**config.mk**
```make
export PLATFORM = sky130hd
export DESIGN_NAME = ttl_phase_scheduler
export DESIGN_NICKNAME = d
export VERILOG_FILES = /design/src/rtl/ttl_phase_scheduler_pkg.sv /design/src/rtl/ttl_phase_timer.sv /design/src/rtl/ttl_phase_scheduler.sv
export SDC_FILE = /design/constraint.sdc
export NUM_CORES = 1
export LEC_CHECK = 0
export ABC_AREA = 1
export BUFFER_PORTS_ARGS = -buffer_cell sky130_fd_sc_hd__buf_2
export CAP_MARGIN = 20
export CORE_MARGIN = 5
export CORE_UTILIZATION = 55
export DETAILED_ROUTE_END_ITERATION = 8
export PLACE_DENSITY = 0.77
export SYNTH_ARGS = -nofsm -noshare
export SYNTH_HDL_FRONTEND = slang
export SYNTH_SLANG_ARGS = --single-unit
```
**constraint.sdc**
```tcl
create_clock -name clk -period 2.1 [get_ports clk]
set_input_delay 0.105 -clock clk [delete_from_list [all_inputs] [get_ports clk]]
set_output_delay 0.105 -clock clk [all_outputs]
set_load 0.01 [all_outputs]
```
**src/rtl/ttl_phase_scheduler_pkg.sv**
```systemverilog
// Shared definitions for the traffic-light phase scheduler: phase encodings,
// service-history constants and timer width.
package ttl_phase_scheduler_pkg;

  localparam int TMR_W = 8;

  typedef enum logic [2:0] {
    ST_MG = 3'd0,
    ST_MY = 3'd1,
    ST_RI = 3'd2,
    ST_SG = 3'd3,
    ST_SY = 3'd4,
    ST_PW = 3'd5,
    ST_PF = 3'd6,
    ST_RO = 3'd7
  } state_e;

  localparam logic LAST_PED  = 1'b0;
  localparam logic LAST_SIDE = 1'b1;

endpackage

```
**src/rtl/ttl_phase_timer.sv**
```systemverilog
// Per-phase down-counter: loaded on phase entry, decremented on tick, holds at 0.
// Load takes priority over a coincident tick; expired is combinational from the count.
module ttl_phase_timer
  import ttl_phase_scheduler_pkg::*;
#(
  parameter logic [TMR_W-1:0] RST_VAL = 8'd4
) (
  input  logic             clk,
  input  logic             reset,
  input  logic             load,
  input  logic [TMR_W-1:0] load_val,
  input  logic             tick,
  output logic             expired
);

  logic [TMR_W-1:0] cnt_q;
  logic [TMR_W-1:0] cnt_d;

  always_comb begin
    cnt_d = cnt_q;
    if (load) begin
      cnt_d = load_val;
    end else if (tick && (cnt_q != '0)) begin
      cnt_d = cnt_q - 1'b1;
    end
  end

  always_ff @(posedge clk) begin
    if (reset) begin
      cnt_q <= RST_VAL;
    end else begin
      cnt_q <= cnt_d;
    end
  end

  assign expired = (cnt_q == '0);

endmodule

```
**src/rtl/ttl_phase_scheduler.sv**
```systemverilog
// Intersection sequencer: main street rests green, latched side/pedestrian requests
// are served round-robin; lamps are Moore-decoded from the phase register.
module ttl_phase_scheduler
  import ttl_phase_scheduler_pkg::*;
#(
  parameter int unsigned G_MIN = 4,
  parameter int unsigned Y_T   = 2,
  parameter int unsigned R_T   = 1,
  parameter int unsigned SG_T  = 5,
  parameter int unsigned W_T   = 3,
  parameter int unsigned F_T   = 2
) (
  input  logic clk,
  input  logic reset,
  input  logic tick,
  input  logic side_req,
  input  logic ped_req,
  output logic main_r,
  output logic main_y,
  output logic main_g,
  output logic side_r,
  output logic side_y,
  output logic side_g,
  output logic walk,
  output logic dont_walk,
  output logic ped_ack
);

  localparam logic [TMR_W-1:0] G_MIN_C = TMR_W'(G_MIN);
  localparam logic [TMR_W-1:0] Y_T_C   = TMR_W'(Y_T);
  localparam logic [TMR_W-1:0] R_T_C   = TMR_W'(R_T);
  localparam logic [TMR_W-1:0] SG_T_C  = TMR_W'(SG_T);
  localparam logic [TMR_W-1:0] W_T_C   = TMR_W'(W_T);
  localparam logic [TMR_W-1:0] F_T_C   = TMR_W'(F_T);

  function automatic logic [TMR_W-1:0] dur_of(input state_e s);
    case (s)
      ST_MG:        dur_of = G_MIN_C;
      ST_MY, ST_SY: dur_of = Y_T_C;
      ST_SG:        dur_of = SG_T_C;
      ST_PW:        dur_of = W_T_C;
      ST_PF:        dur_of = F_T_C;
      default:      dur_of = R_T_C;
    endcase
  endfunction

  state_e state_q, state_d;
  logic   side_pend_q, side_pend_d;
  logic   ped_pend_q, ped_pend_d;
  logic   last_q, last_d;
  logic   flash_ph_q, flash_ph_d;
  logic   ped_ack_q, ped_ack_d;
  logic   expired;
  logic   enter;

  ttl_phase_timer #(
    .RST_VAL (G_MIN_C)
  ) u_timer (
    .clk      (clk),
    .reset    (reset),
    .load     (enter),
    .load_val (dur_of(state_d)),
    .tick     (tick),
    .expired  (expired)
  );

  always_comb begin
    state_d = state_q;
    case (state_q)
      ST_MG: if (expired && (side_pend_q || ped_pend_q)) state_d = ST_MY;
      ST_MY: if (expired) state_d = ST_RI;
      ST_RI: begin
        // Pedestrians win only if the side street was served last or is idle.
        if (expired) begin
          state_d = (ped_pend_q && ((last_q == LAST_SIDE) || !side_pend_q)) ? ST_PW : ST_SG;
        end
      end
      ST_SG: if (expired) state_d = ST_SY;
      ST_SY: if (expired) state_d = ST_RO;
      ST_PW: if (expired) state_d = ST_PF;
      ST_PF: if (expired) state_d = ST_RO;
      ST_RO: if (expired) state_d = ST_MG;
      default: state_d = ST_MG;
    endcase
  end

  assign enter = (state_d != state_q);

  always_comb begin
    side_pend_d = (enter && (state_d == ST_SG)) ? 1'b0 : (side_pend_q | side_req);
    ped_pend_d  = (enter && (state_d == ST_PW)) ? 1'b0 : (ped_pend_q | ped_req);
    ped_ack_d   = enter && (state_d == ST_PW);
    last_d      = last_q;
    if (enter && (state_d == ST_SG)) last_d = LAST_SIDE;
    if (enter && (state_d == ST_PW)) last_d = LAST_PED;
    flash_ph_d  = flash_ph_q;
    if (enter && (state_d == ST_PF)) begin
      flash_ph_d = 1'b0;
    end else if ((state_q == ST_PF) && tick) begin
      flash_ph_d = ~flash_ph_q;
    end
  end

  always_ff @(posedge clk) begin
    if (reset) begin
      state_q     <= ST_MG;
      side_pend_q <= 1'b0;
      ped_pend_q  <= 1'b0;
      last_q      <= LAST_PED;
      flash_ph_q  <= 1'b0;
      ped_ack_q   <= 1'b0;
    end else begin
      state_q     <= state_d;
      side_pend_q <= side_pend_d;
      ped_pend_q  <= ped_pend_d;
      last_q      <= last_d;
      flash_ph_q  <= flash_ph_d;
      ped_ack_q   <= ped_ack_d;
    end
  end

  assign main_g    = (state_q == ST_MG);
  assign main_y    = (state_q == ST_MY);
  assign main_r    = !(main_g || main_y);
  assign side_g    = (state_q == ST_SG);
  assign side_y    = (state_q == ST_SY);
  assign side_r    = !(side_g || side_y);
  assign walk      = (state_q == ST_PW);
  assign dont_walk = (state_q == ST_PF) ? ~flash_ph_q : (state_q != ST_PW);
  assign ped_ack   = ped_ack_q;

endmodule

```
==> qor.yml <==
status: "finished clean"
critPathRequiredTime_ns: 2.26
worstHoldStart: "ped_req"
n_fill_cell: 176
worstRegToRegCells: 9
power.density_nw_per_um2: 888
p_int_mw: 0.573
hold_path.class: "in -> reg"
hold_path_end: "ped_pend_q"
slowest_delay_ns: 0.32
worst_slew_pin_slew_ns: 0.346
die_h_um: 52.6
syn-num-nets: 157
yosysTopAreaCellShare_pct: 32.1
hold_viol: 0
initial_core_util_pct: 57.8
p_sw_mw: 0.419
cts.sinks: 16
syn-instance-count: 150
final_layout_size_suffix_gt1_share_pct: 24.7
dieWidth_um: 52.6
worst_ep_arrival_time_ns: 1.83
core_area_um2: 1730
fin_setup_tns_ns: 0
layout_min_cycle_time_ns: 1.67
area_delta_synth_final_pct: 11.9
wl_met1_um: 983
worstReg2RegEnd: "u_timer.cnt_q[6]"
diodes: 0
synthesis.area_um2: 998
worst_path_max_delay_cell: "dfxtp_1"
wl_um: 2000
wl_per_cell_um: 10.5
clock_power_share_pct: 15.3
io_pins: 14
critPathTopFamily: "simple AND/OR/NAND/NOR gates"
cts_buffers: 3
gp_congestion: 0.849
grt_pass1_wl_um: 3550
finalCritPeriodShare_pct: 79.3
nets: 175
fin_skew_ns: 0.00117
post_cts_buffers: 0
design.die.area_um2: 2770
cts_tree: "yes"
relSlewSlack_pct: 76.9
p_leak_nw: 0.586
worstSetupPathType: "reg -> reg"
clockBufferDepth: 2
sequentialPowerShare_pct: 39.1
crit-reg2reg-launch: "u_timer.cnt_q[0]"
synth-seq-area-share_pct: 32.1
firstDrtPassIters: 4
grt_usage_pct: 17.0
dp_hpwl_um: 1690
synth.avg_cell_area_um2: 6.66
cap_violations: 0
cts-resized-gates: 0
io_buffers: 13
total_power_mw: 0.992
remaining_drc_errors: 0
switching_share_pct: 42.3
vias_per_cell: 5.01
grt_max_degree: 10
max-vdd-ir-drop_uv: 610
maxSlewViolCount: 0
start_kind: "flip-flop"
whs_ns: 0.0427
reg2reg_slack_ns: 0.43
grt_pass1_vias: 851
cts_hold_buf: 0
hold-path-cell-count: 3
yosys-top-cells-area: "dfxtp_1 32%, nand2_1 11%, inv_1 7.5%, nor2_1 7.5%, nand2_2 5.0%"
antenna_found_initial: 0
grt_overflow: 0
vias: 956
worstPathCellList: "inv_1 -> ha_1 -> nand3_2 -> nor2_8 -> nand2_2 -> nand2_4 -> inv_2 -> nor4_1 -> nor3_1"
cts_max_level: 1
yosys_register_bits: 16
max_freq_ghz: 0.600
root_buffer: "clkbuf_4"
yosys_warnings: 0
clock_latency_ns: 0.27
top_layer_used: "met4"
path_buf_inv: 2
ys_types: 25
power_frac_comb_pct: 45.6
wl_met2_um: 919
worst-path-max-fanout: 9
wl_met3_um: 83
setup_viol: 0
rsz0062_at_grt: "false"
clkTransAtPathRegs_ns: 0.09
synth_largest_area_cell: "dfxtp_1"
drt_iter0_drc: 17
crit_path_end_kind: "flip-flop"
fp-row-count: 15
ant_nets: 0
## layout by cell type, fill, tap and decap left out, drive strengths merged
master | Yosys | routed
clkbuf | 0 | 3
o211a | 1 | 1
inv | 27 | 27
nor4 | 1 | 1
ha | 2 | 2
nand3 | 9 | 9
nor3b | 1 | 1
a21oi | 9 | 9
nor2 | 23 | 23
nand2 | 40 | 40
nand4 | 2 | 2
o21ai | 5 | 5
nor3 | 9 | 9
buf | 0 | 13
dfxtp | 16 | 16
a31oi | 2 | 2
xnor2 | 2 | 2
and3 | 1 | 1
## routing by layer
layer | GRT usage [%] | up-vias
met3 | 3.70 | 2
li1 | - | 514
met2 | 27.7 | 17
met4 | 3.83 | 0
met5 | 0 | -
met1 | 22.7 | 423
## sequential cells by signal, indices dropped and copies added, names as in the netlist
signal,flops
flash_ph_q,1
u_timer.cnt_q,8
side_pend_q,1
state_q,3
ped_pend_q,1
last_q,1
ped_ack,1
## stage by stage
stage	std cells	util, %	cell area, um2	setup slack, ns
after CTS	191	64.7	1120	0.430
after floorplan	150	-	998	0.630
final	191	64.7	1120	0.434
after detailed placement	188	63.4	1090	0.439
after global routing	191	64.7	1120	0.283
after global placement	188	63.4	1090	0.493
## Yosys cell counts, drive strengths merged
library cell  count
nor3b             1
dfxtp            16
o211a             1
o21ai             5
nand4             2
ha                2
a31oi             2
xnor2             2
nor2             23
nand3             9
nor3              9
a21oi             9
and3              1
nand2            40
nor4              1
inv              27
## worst max-delay path by stage
stage	startpoint	end	cells past startpoint
final	u_timer.cnt_q[0]	u_timer.cnt_q[6]	9
after global routing	u_timer.cnt_q[0]	u_timer.cnt_q[5]	9
after CTS	u_timer.cnt_q[0]	u_timer.cnt_q[2]	11
after detailed placement	u_timer.cnt_q[0]	u_timer.cnt_q[2]	11
after global placement	u_timer.cnt_q[0]	u_timer.cnt_q[2]	11
after floorplan	u_timer.cnt_q[0]	u_timer.cnt_q[2]	11
## worst min-delay path, delay by kind of cell
kind / cells / cell delay, ns
simple gates: 2 / 0.10
buf+inv: 1 / 0.07
## power by group through the flow
stage | registers (mW) | logic (mW) | clock network [mW]
2_1_floorplan | 0.384 | 0.376 | 0
3_3_place_gp | 0.393 | 0.445 | 0
3_5_place_dp | 0.394 | 0.453 | 0
4_1_cts | 0.387 | 0.454 | 0.159
5_1_grt | 0.394 | 0.506 | 0.172
6_report | 0.388 | 0.452 | 0.152
## cell type report
| class | count | area (um2) | area share (%) |
|---|---|---|---|
| Timing Repair Buffer | 13 | 65.1 | 5.82 |
| Tap cell | 25 | 31.3 | 2.80 |
| Multi-Input combinational cell | 107 | 577 | 51.6 |
| Clock buffer | 3 | 22.5 | 2.02 |
| Sequential cell | 16 | 320 | 28.7 |
| Inverter | 27 | 101 | 9.07 |
## kinds of logic (layout without fill, tap and decap cells)
| kind of cell | after synthesis | count (layout) | share of synthesized area [%] |
|---|---|---|---|
| simple gates | 86 | 86 | 43.9 |
| buf+inv | 27 | 43 | 10.2 |
| compound gates | 17 | 17 | 9.65 |
| flops | 16 | 16 | 32.1 |
| fa+ha+maj | 2 | 2 | 2.51 |
| xor+xnor | 2 | 2 | 1.75 |
No activity file was read; power rests on OpenSTA's default activity.
